## config.mk

```make
export PLATFORM = sky130hd
export DESIGN_NAME = multicycle_control_unit
export DESIGN_NICKNAME = d
export VERILOG_FILES = /design/src/rtl/cu_pkg.sv /design/src/rtl/mem_wait_timer.sv /design/src/rtl/multicycle_control_unit.sv
export SDC_FILE = /design/constraint.sdc
export NUM_CORES = 1
export LEC_CHECK = 0
export ABC_AREA = 1
export CAP_MARGIN = 20
export CORE_ASPECT_RATIO = 0.5
export CORE_MARGIN = 5
export CORE_UTILIZATION = 30
export CTS_CLUSTER_DIAMETER = 80
export CTS_CLUSTER_SIZE = 25
export DETAILED_ROUTE_END_ITERATION = 16
export MAX_ROUTING_LAYER = met4
export SKIP_CTS_REPAIR_TIMING = 1
export SYNTH_ARGS = -nofsm -noshare
export SYNTH_HDL_FRONTEND = slang
export SYNTH_SLANG_ARGS = --single-unit
```

## constraint.sdc

```tcl
create_clock -name clk -period 3.55 [get_ports clk]
set_input_delay 0.355 -clock clk [delete_from_list [all_inputs] [get_ports clk]]
set_output_delay 0.355 -clock clk [all_outputs]
set_load 0.005 [all_outputs]
```

## src/rtl/cu_pkg.sv

```systemverilog
// Shared encodings for the multicycle control unit: state codes, opcode/funct
// values, ALU control codes and datapath mux encodings.
package cu_pkg;

    typedef enum logic [3:0] {
        S_IDLE   = 4'd0,
        S_FETCH  = 4'd1,
        S_DECODE = 4'd2,
        S_EXEC_R = 4'd3,
        S_EXEC_I = 4'd4,
        S_ADDR   = 4'd5,
        S_MEM_RD = 4'd6,
        S_MEM_WR = 4'd7,
        S_WB_MEM = 4'd8,
        S_WB_ALU = 4'd9,
        S_BRANCH = 4'd10,
        S_JUMP   = 4'd11,
        S_HALT   = 4'd12
    } state_t;

    localparam logic [5:0] OP_RTYPE = 6'b000000;
    localparam logic [5:0] OP_LW    = 6'b100011;
    localparam logic [5:0] OP_SW    = 6'b101011;
    localparam logic [5:0] OP_ADDI  = 6'b001000;
    localparam logic [5:0] OP_BEQ   = 6'b000100;
    localparam logic [5:0] OP_J     = 6'b000010;

    localparam logic [5:0] FN_ADD = 6'b100000;
    localparam logic [5:0] FN_SUB = 6'b100010;
    localparam logic [5:0] FN_AND = 6'b100100;
    localparam logic [5:0] FN_OR  = 6'b100101;
    localparam logic [5:0] FN_SLT = 6'b101010;

    localparam logic [3:0] ALU_AND = 4'b0000;
    localparam logic [3:0] ALU_OR  = 4'b0001;
    localparam logic [3:0] ALU_ADD = 4'b0010;
    localparam logic [3:0] ALU_SUB = 4'b0110;
    localparam logic [3:0] ALU_SLT = 4'b0111;

    localparam logic [1:0] SRCB_REG    = 2'b00;
    localparam logic [1:0] SRCB_FOUR   = 2'b01;
    localparam logic [1:0] SRCB_IMM    = 2'b10;
    localparam logic [1:0] SRCB_IMM_SH = 2'b11;

    localparam logic [1:0] PCSRC_ALU    = 2'b00;
    localparam logic [1:0] PCSRC_ALUOUT = 2'b01;
    localparam logic [1:0] PCSRC_JUMP   = 2'b10;

    function automatic logic funct_known(input logic [5:0] fn);
        return (fn == FN_ADD) || (fn == FN_SUB) || (fn == FN_AND) ||
               (fn == FN_OR)  || (fn == FN_SLT);
    endfunction

    // Unknown funct falls back to ADD; the instruction is dropped anyway.
    function automatic logic [3:0] funct_to_alu(input logic [5:0] fn);
        case (fn)
            FN_SUB:  return ALU_SUB;
            FN_AND:  return ALU_AND;
            FN_OR:   return ALU_OR;
            FN_SLT:  return ALU_SLT;
            default: return ALU_ADD;
        endcase
    endfunction

endpackage

```

## src/rtl/mem_wait_timer.sv

```systemverilog
// Counts consecutive cycles a memory access is left waiting and flags the
// cycle in which one more wait would reach TIMEOUT.
module mem_wait_timer #(
    parameter int TIMEOUT = 255
) (
    input  logic clk,
    input  logic rst_n,
    input  logic active,
    input  logic mem_ready,
    output logic expired
);

    localparam int CW = $clog2(TIMEOUT + 1);

    logic [CW-1:0] count;

    // Any cycle outside a waiting memory state clears the count, so each
    // memory state starts from zero.
    always_ff @(posedge clk or negedge rst_n) begin
        if (!rst_n) begin
            count <= '0;
        end else if (active && !mem_ready) begin
            count <= count + CW'(1);
        end else begin
            count <= '0;
        end
    end

    // A ready arriving on the final edge wins over the timeout.
    assign expired = active && !mem_ready && (count == CW'(TIMEOUT - 1));

endmodule

```

## src/rtl/multicycle_control_unit.sv

```systemverilog
// Multicycle MIPS-subset control FSM: sequences fetch/decode/execute/memory/
// writeback and drives the shared-datapath selects and enables.
module multicycle_control_unit
    import cu_pkg::*;
#(
    parameter int OPCODE_W = 6,
    parameter int ALUCTL_W = 4,
    parameter int TIMEOUT  = 255
) (
    input  logic                clk,
    input  logic                rst_n,
    input  logic                run,
    input  logic [OPCODE_W-1:0] opcode,
    input  logic [5:0]          funct,
    input  logic                mem_ready,
    output logic                pc_write,
    output logic                pc_write_cond,
    output logic                ir_write,
    output logic                i_or_d,
    output logic                mem_read,
    output logic                mem_write,
    output logic                mem_to_reg,
    output logic                reg_dst,
    output logic                reg_write,
    output logic                alu_src_a,
    output logic [1:0]          alu_src_b,
    output logic [ALUCTL_W-1:0] alu_control,
    output logic [1:0]          pc_source,
    output logic                illegal_op,
    output logic                bus_error,
    output logic [3:0]          state
);

    state_t     state_q;
    logic       mem_active;
    logic       expired;
    logic [5:0] op;
    logic       op_known;
    logic [3:0] alu_ctl;

    assign op         = 6'(opcode);
    assign op_known   = (op == OP_RTYPE) || (op == OP_LW) || (op == OP_SW) ||
                        (op == OP_ADDI)  || (op == OP_BEQ) || (op == OP_J);
    assign mem_active = (state_q == S_FETCH) || (state_q == S_MEM_RD) ||
                        (state_q == S_MEM_WR);

    mem_wait_timer #(.TIMEOUT(TIMEOUT)) u_timer (
        .clk       (clk),
        .rst_n     (rst_n),
        .active    (mem_active),
        .mem_ready (mem_ready),
        .expired   (expired)
    );

    always_ff @(posedge clk or negedge rst_n) begin
        if (!rst_n) begin
            state_q   <= S_IDLE;
            bus_error <= 1'b0;
        end else if (expired) begin
            state_q   <= S_HALT;
            bus_error <= 1'b1;
        end else begin
            case (state_q)
                S_IDLE:   if (run) state_q <= S_FETCH;
                S_FETCH:  if (mem_ready) state_q <= S_DECODE;
                S_DECODE: begin
                    if (op == OP_RTYPE)                     state_q <= S_EXEC_R;
                    else if ((op == OP_LW) || (op == OP_SW)) state_q <= S_ADDR;
                    else if (op == OP_ADDI)                 state_q <= S_EXEC_I;
                    else if (op == OP_BEQ)                  state_q <= S_BRANCH;
                    else if (op == OP_J)                    state_q <= S_JUMP;
                    else                                    state_q <= S_FETCH;
                end
                S_EXEC_R: state_q <= funct_known(funct) ? S_WB_ALU : S_FETCH;
                S_EXEC_I: state_q <= S_WB_ALU;
                S_ADDR:   state_q <= (op == OP_LW) ? S_MEM_RD : S_MEM_WR;
                S_MEM_RD: if (mem_ready) state_q <= S_WB_MEM;
                S_MEM_WR: if (mem_ready) state_q <= S_FETCH;
                S_WB_MEM, S_WB_ALU, S_BRANCH, S_JUMP: state_q <= S_FETCH;
                S_HALT:   state_q <= S_HALT;
                default:  state_q <= S_IDLE;
            endcase
        end
    end

    // Moore decode of the registered state; only the FETCH strobes look at mem_ready.
    always_comb begin
        pc_write      = 1'b0;
        pc_write_cond = 1'b0;
        ir_write      = 1'b0;
        i_or_d        = 1'b0;
        mem_read      = 1'b0;
        mem_write     = 1'b0;
        mem_to_reg    = 1'b0;
        reg_dst       = 1'b0;
        reg_write     = 1'b0;
        alu_src_a     = 1'b0;
        alu_src_b     = SRCB_REG;
        alu_ctl       = ALU_AND;
        pc_source     = PCSRC_ALU;
        illegal_op    = 1'b0;
        case (state_q)
            S_FETCH: begin
                mem_read  = 1'b1;
                ir_write  = mem_ready;
                pc_write  = mem_ready;
                alu_src_b = SRCB_FOUR;
                alu_ctl   = ALU_ADD;
            end
            S_DECODE: begin
                alu_src_b  = SRCB_IMM_SH;
                alu_ctl    = ALU_ADD;
                illegal_op = !op_known;
            end
            S_EXEC_R: begin
                alu_src_a  = 1'b1;
                alu_ctl    = funct_to_alu(funct);
                illegal_op = !funct_known(funct);
            end
            S_EXEC_I, S_ADDR: begin
                alu_src_a = 1'b1;
                alu_src_b = SRCB_IMM;
                alu_ctl   = ALU_ADD;
            end
            S_MEM_RD: begin
                mem_read = 1'b1;
                i_or_d   = 1'b1;
            end
            S_MEM_WR: begin
                mem_write = 1'b1;
                i_or_d    = 1'b1;
            end
            S_WB_MEM: begin
                reg_write  = 1'b1;
                mem_to_reg = 1'b1;
            end
            S_WB_ALU: begin
                reg_write = 1'b1;
                reg_dst   = (op == OP_RTYPE);
            end
            S_BRANCH: begin
                alu_src_a     = 1'b1;
                alu_ctl       = ALU_SUB;
                pc_write_cond = 1'b1;
                pc_source     = PCSRC_ALUOUT;
            end
            S_JUMP: begin
                pc_write  = 1'b1;
                pc_source = PCSRC_JUMP;
            end
            default: ;
        endcase
    end

    assign alu_control = ALUCTL_W'(alu_ctl);
    assign state       = state_q;

endmodule
```

Word-level counts from Yosys, hierarchy flattened:

Index checks and enable logic that the tools add are counted.

* register bits after elaboration: 13
* output and inout port bits: 24

* $add $sub $neg: 1
* eq/ne operators: 27
* multiplexer cells: 29
* reduce and logical (&&, ||, !) cells: 27

Operators by type and width (count)
* two-way mux 4 bit: 11
* equality test 6 bit (second input constant): 7
* case mux 4 bit (10 select lines): 1
* equality test 4 bit (second input constant): 5
* equality test 4 x 3 -> 1 bit (second input constant): 4
* logical OR 1 bit: 12
* inequality test 3 bit (second input constant): 4
* case mux 3 bit (4 select lines): 1
* OR reduction 4 bit: 3
* two-way mux 1 bit: 10
* case mux 3 bit (3 select lines): 1
* adder 8 x 1 -> 8 bit (second input constant): 1
* equality test 4 x 2 -> 1 bit (second input constant): 2
* equality test 8 bit (second input constant): 1
* two-way mux 8 bit: 1
* OR reduction 2 bit: 4
* equality test 6 x 2 -> 1 bit (second input constant): 1
* equality test 6 x 3 -> 1 bit (second input constant): 1
* equality test 6 x 4 -> 1 bit (second input constant): 1
* logical NOT 6 bit: 1
* case mux 2 bit (3 select lines): 1
* equality test 4 x 1 -> 1 bit (second input constant): 1
* logical NOT 4 bit: 1
* case mux 1 bit (2 select lines): 2
* 4 further kinds: 7

Longest topological paths before layout:

Gate-level depths: netlist of the first run.

* word-level depth: 8
* gate-level depth with buffers: 9
* depth with buffers taken out: 9

Cells and area by module:

A second synthesis of the first run with hierarchy kept.

* cells, all modules: 182
* area, all modules: 1161.1 um2

Modules (own cells, without submodules)
* multicycle_control_unit: instances 1, cells each 132, area an instance 754.5 um2, seq. area each 125.1 um2
* mem_wait_timer: instances 1, cells each 50, area an instance 406.6 um2, seq. area each 200.2 um2

Worst setup path after synthesis of the first run:

No wires, ideal clock.

* kind: flip-flop to output port
* start point: register state_q[0], in the netlist state[0]
* end point: output port illegal_op
* data arrival time: 1.097 ns
* path slack: 2.098 ns
* stages on the path, launching flop included: 8
* cells stage by stage: dfrtp_1 -> inv_2 -> nand2_1 -> nor2_2 -> nand2_1 -> inv_1 -> nand3_1 -> o22ai_1

* word-level cells in the longest chain between the ends: 2

RTL lines
* start: declaration: RTL line multicycle_control_unit.sv:34 `state_t state_q;`
* start signal: assignment: RTL line multicycle_control_unit.sv:74 `S_EXEC_R: state_q <= funct_known(funct) ? S_WB_ALU : S_FETCH;`
* start signal: assignment: RTL line multicycle_control_unit.sv:76 `S_ADDR: state_q <= (op == OP_LW) ? S_MEM_RD : S_MEM_WR;`
* equality test 4 x 2 -> 1 bit: RTL line multicycle_control_unit.sv:102 `case (state_q)`
* case mux 1 bit (2 select lines) *: RTL line multicycle_control_unit.sv:102
* end: declaration: RTL line multicycle_control_unit.sv:29 `output logic illegal_op,`

Mark *: on every way between the ends. The rest lies on a longest branch, timed or not.

Worst setup path in the final report of the first run:

* start point: register state_q[1], in the netlist state[1]
* end point: output port alu_control[2]

* word-level cells in the longest chain between the ends: 3

RTL lines
* equality test 4 x 1 -> 1 bit, or another cell as far along: RTL line multicycle_control_unit.sv:102
* OR reduction 4 bit (no source line)
* case mux 3 bit (3 select lines) *: RTL line multicycle_control_unit.sv:102
* end: declaration: RTL line multicycle_control_unit.sv:27 `output logic [ALUCTL_W-1:0] alu_control,`

Marked as above.

==> results of run 1 <==
-- Yosys cell counts --
cell type | instances | share of area [%]
nor3_1 | 1 | 0.48
dfrtp_1 | 13 | 31
nor2_4 | 1 | 1.1
conb_1 | 1 | 0.36
nand2_2 | 3 | 1.8
nor2_1 | 36 | 13
xor2_1 | 2 | 1.7
clkinv_4 | 1 | 0.84
o211ai_1 | 1 | 0.72
inv_2 | 2 | 0.72
inv_1 | 22 | 8.0
nor2_2 | 3 | 1.8
nand4_1 | 3 | 1.8
o31ai_1 | 1 | 0.72
o22ai_1 | 2 | 1.2
nor4_1 | 1 | 0.60
nand3_1 | 21 | 10
nand2_1 | 36 | 13
a21oi_1 | 4 | 1.9
nand2_4 | 2 | 2.2
nor3b_1 | 1 | 0.72
buf_4 | 2 | 1.4
o21ai_0 | 4 | 1.9
ha_1 | 2 | 2.4
-- state kept, by name, indices dropped and copies added, names as in the netlist --
name           cells
state              4
u_timer.count      8
bus_error          1
-- placed cells by master (no fill, tap or decap) --
| master | synthesis | final |
|---|---|---|
| a21oi_1 | 4 | 4 |
| nor4_1 | 1 | 1 |
| o31ai_1 | 1 | 1 |
| o21ai_0 | 4 | 4 |
| nand2_4 | 2 | 2 |
| conb_1 | 1 | 1 |
| clkdlybuf4s50_1 | 0 | 38 |
| o211ai_1 | 1 | 1 |
| dfrtp_1 | 13 | 13 |
| clkbuf_8 | 0 | 3 |
| nor2_2 | 3 | 3 |
| clkinv_2 | 0 | 1 |
| clkinv_4 | 1 | 1 |
| o22ai_1 | 2 | 2 |
| nand2_1 | 36 | 36 |
| nand2_2 | 3 | 3 |
| nor2_4 | 1 | 1 |
| nor2_1 | 36 | 36 |
| xor2_1 | 2 | 2 |
| nor3_1 | 1 | 1 |
| nand4_1 | 3 | 3 |
| nor3b_1 | 1 | 1 |
| inv_2 | 2 | 2 |
| ha_1 | 2 | 2 |
| nand3_1 | 21 | 21 |
| inv_1 | 22 | 22 |
-- kinds of logic (layout without fill, tap and decap cells) --
family                     Yosys count  after routing  synth area share [%]
and+or+nand+nor                    108            108                 46.68
buffers and inverters               27             67                 10.98
DFF                                 13             13                 31.36
AOI/OAI and AO/OA                   12             12                 6.514
adders and majority gates            2              2                 2.412
xor gates and xnor gates             2              2                 1.689
other                                1              1                0.3615
-- worst paths after layout --
check	startpoint	endpoint	slack, ps	cells past startpoint
setup / recovery	state[1]	alu_control[2]	1070	5
hold / removal	bus_error	bus_error	470	2
min in group asynchronous	rst_n	state[0]	480	1
max in group asynchronous	rst_n	u_timer.count[2]	2690	1
hold reg to reg	bus_error	bus_error	470	2
setup reg to reg	state[1]	state[3]	2130	8
-- per-layer routing --
| layer | track usage, % | up-vias |
|---|---|---|
| li1 | - | 602 |
| met1 | 13.91 | 530 |
| met2 | 21.57 | 16 |
| met3 | 2.601 | 4 |
| met4 | 5.109 | 0 |
| met5 | - | - |
-- layout make-up --
type | instances | share of cell area [%]
Multi-Input combinational cell | 125 | 39.83
Timing Repair Buffer | 38 | 25.33
Sequential cell | 13 | 21.67
Inverter | 25 | 6.583
Tap cell | 42 | 3.500
Clock buffer | 3 | 2.750
Clock inverter | 1 | 0.3333
-- per-stage QoR --
| step | instances | utilization (%) | power, uW | hold WS, ps | cell area, um^2 |
|---|---|---|---|---|---|
| final | 247 | 44.44 | 728.2 | 469.3 | 1501 |
| after global routing | 247 | 44.44 | 795.7 | 513.1 | 1501 |
| after CTS | 247 | 44.44 | 742.9 | 473.5 | 1501 |
| after detailed placement | 243 | 43.07 | 605.9 | 457.6 | 1455 |
| after global placement | 243 | 43.07 | 601.7 | 450.5 | 1455 |
| after floorplan | 165 | - | 413.1 | 59.41 | 1037 |
-- where the power goes --
group	switching (uW)	internal (uW)
Sequential	31.4	167
Combinational	206	194
Clock	52.9	77.5
-- worst register-to-register path: cells and delay by family, from the launching register on --
family,cells,cell delay (ps)
buffers and inverters,1,70
flip-flops,1,560
AND/OR/NAND/NOR,7,730
==> flow_metrics.py, run 1 <==
metrics = {
    "pwr": {
        "power_density_nw_per_um2": 485.0,
        "p_leak_uw": 0.0007191,
        "ir_drop_uv": 168.2,
    },
    "timing": {
        "post-route-min-period_ps": 2485,
        "rsz0062_at_grt": "false",
        "finalCritPeriodShare_pct": 69.99,
        "finalHoldViolCount": 0,
        "finalClockSkew_ps": 2.354,
        "fin_ws_ps": 1065,
        "fmax_mhz": 402.5,
        "drv_slew": 0,
        "fin_tns_setup_ps": 0,
        "slew_headroom_pct": 61.28,
        "setup_viol": 0,
        "worstMarginPinSlew_ps": 578.9,
    },
    "routing": {
        "wl_met2_um": 1274,
        "viasPerCell": 4.664,
        "dr_total_vias": 1152,
        "highest_layer": "met4",
        "wl_um": 2658,
        "wire_per_inst_um": 10.76,
        "met1Wirelength_um": 1248,
        "ant_nets": 0,
        "met3_length_um": 93,
        "drt_pass1_iterations": 4,
        "drc_errors": 0,
        "drtIter0Drc": 84,
    },
    "worst_setup_path": {
        "crit_chain": "nand2_1 -> nor2_1 -> inv_1 -> o31ai_1 -> clkdlybuf4s50_1",
        "slowest_stage": "dfrtp_1",
        "cp.required_ps": 3190,
        "crit_path_max_incr_delay_ps": 560,
        "worstSetupPathType": "reg -> out",
        "end_kind": "primary output",
        "cp-start-kind": "flop",
        "crit_family": "buffers and inverters",
        "cp.arrival_ps": 2130,
        "path_max_fanout": 10,
        "path_buf_inv": 2,
    },
    "cells_and_area": {
        "area_growth_pct": 44.75,
        "drive_gt1_share_pct": 7.805,
        "diodes": 0,
        "fill_cells": 351,
        "ff_latch_area_um2": 325.3,
        "multi_input_area_um2": 598.1,
        "nets": 224,
    },
    "grt": {
        "grt_pass1_vias": 1079,
        "track_usage_pct": 12.28,
        "antenna_found_initial": 0,
        "grt_overflow": 0,
        "grt_pass1_wl_um": 4623,
        "grt_max_degree": 14,
    },
    "clock_tree": {
        "cts_inserted_buffers": 3,
        "clk_path_buf_depth": 2,
        "tritoncts": "done",
        "h-tree-depth": 1,
        "clkTransAtPathRegs_ps": 60,
        "cts.sinks": 13,
        "root_buffer": "clkbuf_8",
        "clk_latency_ps": 240,
    },
    "synth": {
        "yosys_warnings": 0,
        "netlist_area_um2": 1037,
        "synth_seq_cells": 13,
        "synthCells": 165,
        "synth_cell_type_count": 24,
        "synth_nets": 183,
        "ys_seq_area_share_pct": 31.36,
        "avgSynthCellArea_um2": 6.286,
    },
    "outcome": {
        "status": "finished clean",
    },
    "placed_design": {
        "place_ws_ps": 1213,
        "dp_hpwl_um": 2175,
        "port_buffers": 38,
        "globalplace.congestion": 0.7928,
    },
    "floorplanning": {
        "io_pins": 40,
        "core-area_um2": 3378,
        "rows": 15,
        "dieWidth_um": 93.16,
        "start_util_pct": 30.70,
        "dieArea_um2": 4805,
        "chipHeight_um": 51.58,
    },
    "min_path": {
        "hold_path.class": "reg -> reg",
    },
    "flow_run": {
        "cap_violations": 0,
    },
}
Power figures use the tool's default switching activity.
==> inputs of run 2 (changes only) <==
==> constraint.sdc (replaced) <==
create_clock -name clk -period 2.4 [get_ports clk]
set_input_delay 0.24 -clock clk [delete_from_list [all_inputs] [get_ports clk]]
set_output_delay 0.24 -clock clk [all_outputs]
set_load 0.005 [all_outputs]
==> flow_metrics.py, run 2 (same netlist as run 1, synthesis figures left out) <==
metrics = {
    "timing": {
        "finalHoldViolCount": 0,
        "worstMarginPinSlew_ps": 583.9,
        "fin_ws_ps": 199.7,
        "slew_headroom_pct": 60.95,
        "post-route-min-period_ps": 2200,
        "finalClockSkew_ps": 1.384,
        "setup_viol": 0,
        "fmax_mhz": 454.5,
        "rsz0062_at_grt": "false",
        "drv_slew": 0,
        "fin_tns_setup_ps": 0,
        "finalCritPeriodShare_pct": 91.68,
    },
    "pwr": {
        "ir_drop_uv": 268.9,
        "seqPwrFrac_pct": 26.1,
        "p_sw_share_pct": 39.46,
        "p_int_uw": 663.9,
        "combinationalPowerShare_pct": 56.2,
        "power.switching_uw": 432.7,
        "p_leak_uw": 0.0007217,
        "pwr-share-clk_pct": 17.7,
        "power_density_nw_per_um2": 723.7,
    },
    "routing": {
        "wire_per_inst_um": 10.62,
        "dr_total_vias": 1135,
        "drtIter0Drc": 43,
        "drc_errors": 0,
        "wl_um": 2634,
        "viasPerCell": 4.577,
        "drt_pass1_iterations": 4,
        "ant_nets": 0,
    },
    "placed_design": {
        "globalplace.congestion": 0.7760,
        "port_buffers": 38,
        "place_ws_ps": 315.5,
        "dp_hpwl_um": 2140,
    },
    "cells_and_area": {
        "top_register": "u_timer.count",
        "fill_cells": 358,
        "largest_reg_flops": 8,
        "layout_commonest_cell": "clkdlybuf4s50_1",
        "diodes": 0,
        "area_growth_pct": 46.08,
        "drive_gt1_share_pct": 8.252,
        "final_cell_mix": "clkdlybuf4s50_1, nand2_1, nor2_1",
        "nets": 225,
    },
    "clock_tree": {
        "cts_inserted_buffers": 3,
        "h-tree-depth": 1,
        "tritoncts": "done",
        "clk_path_buf_depth": 2,
        "clkTransAtPathRegs_ps": 50,
        "cts.sinks": 13,
        "clk_latency_ps": 240,
        "root_buffer": "clkbuf_8",
    },
    "floorplanning": {
        "chipHeight_um": 51.58,
        "rows": 15,
        "io_pins": 40,
        "core-area_um2": 3378,
        "dieArea_um2": 4805,
        "dieWidth_um": 93.16,
        "start_util_pct": 30.70,
    },
    "worst_setup_path": {
        "cp-start-kind": "flop",
        "r2r_start": "state[1]",
        "end_kind": "primary output",
        "r2r_end": "state[1]",
        "path_max_fanout": 5,
        "cp.required_ps": 2160,
        "rr_worst_depth": 9,
        "worstSetupPathType": "reg -> out",
        "critPathLaunch": "state[0]",
        "cp.arrival_ps": 1960,
        "ff2ff_setup_slack_ps": 920,
    },
    "min_path": {
        "hold_path.class": "in -> async",
    },
    "grt": {
        "track_usage_pct": 12.10,
        "grt_pass1_wl_um": 4512,
        "antenna_found_initial": 0,
        "grt_pass1_vias": 1068,
        "grt_max_degree": 14,
        "grt_overflow": 0,
    },
    "flow_run": {
        "cap_violations": 0,
    },
    "outcome": {
        "status": "finished clean",
    },
}
==> run 2: through the flow <==
stage / cell area [um^2] / hold WS (ps) / util [%] / instances / power [uW]
final: 1515 / 369.2 / 44.85 / 248 / 1097
after global routing: 1515 / 443.0 / 44.85 / 248 / 1193
after CTS: 1508 / 383.0 / 44.63 / 248 / 1109
after detailed placement: 1463 / 452.8 / 43.30 / 244 / 905.6
after global placement: 1463 / 450.2 / 43.30 / 244 / 901.0
after floorplan: 1037 / -55.59 / - / 165 / 611.0
==> run 2: how the worst max path moves through the flow <==
stage | end | slack (ps) | cells past startpoint
after floorplan | illegal_op | 1060 | 7
after global placement | alu_control[2] | 350 | 6
after detailed placement | alu_control[2] | 320 | 6
after CTS | illegal_op | 140 | 8
after global routing | illegal_op | 10 | 8
final | illegal_op | 200 | 8
==> run 2: area by class of cell <==
class | count | area, um^2 | area share, %
multi-input combinational | 125 | 605.6 | 39.97
inverter | 25 | 98.84 | 6.524
tap | 42 | 52.55 | 3.468
clock buffer | 4 | 45.04 | 2.973
sequential | 13 | 325.3 | 21.47
timing repair buffer | 39 | 387.9 | 25.60
==> run 2: per-layer routing <==
metal / global-route usage, % / vias up / part of all wire, %
met5: - / - / 0
met4: 5.109 / 0 / 1.8
met3: 3.035 / 5 / 3.5
met2: 20.62 / 15 / 46
met1: 13.86 / 511 / 49
li1: - / 604 / -
==> run 2: critical path, cell delays in order (launching register included) <==
cell and delay [ps]:
dfrtp_1 430, inv_2 120, nand2_1 140, nor2_4 190, nand2_1 70, inv_1 70, nand3_1 60, o22ai_1 110
clkdlybuf4s50_1 530
==> run 2: power by group through the flow <==
stage / Sequential, uW / Clock (uW) / Combinational [uW]
4_1_cts: 287 / 205 / 617
3_3_place_gp: 290 / 0 / 611
3_5_place_dp: 291 / 0 / 615
2_1_floorplan: 276 / 0 / 335
5_1_grt: 290 / 214 / 689
6_report: 287 / 194 / 616
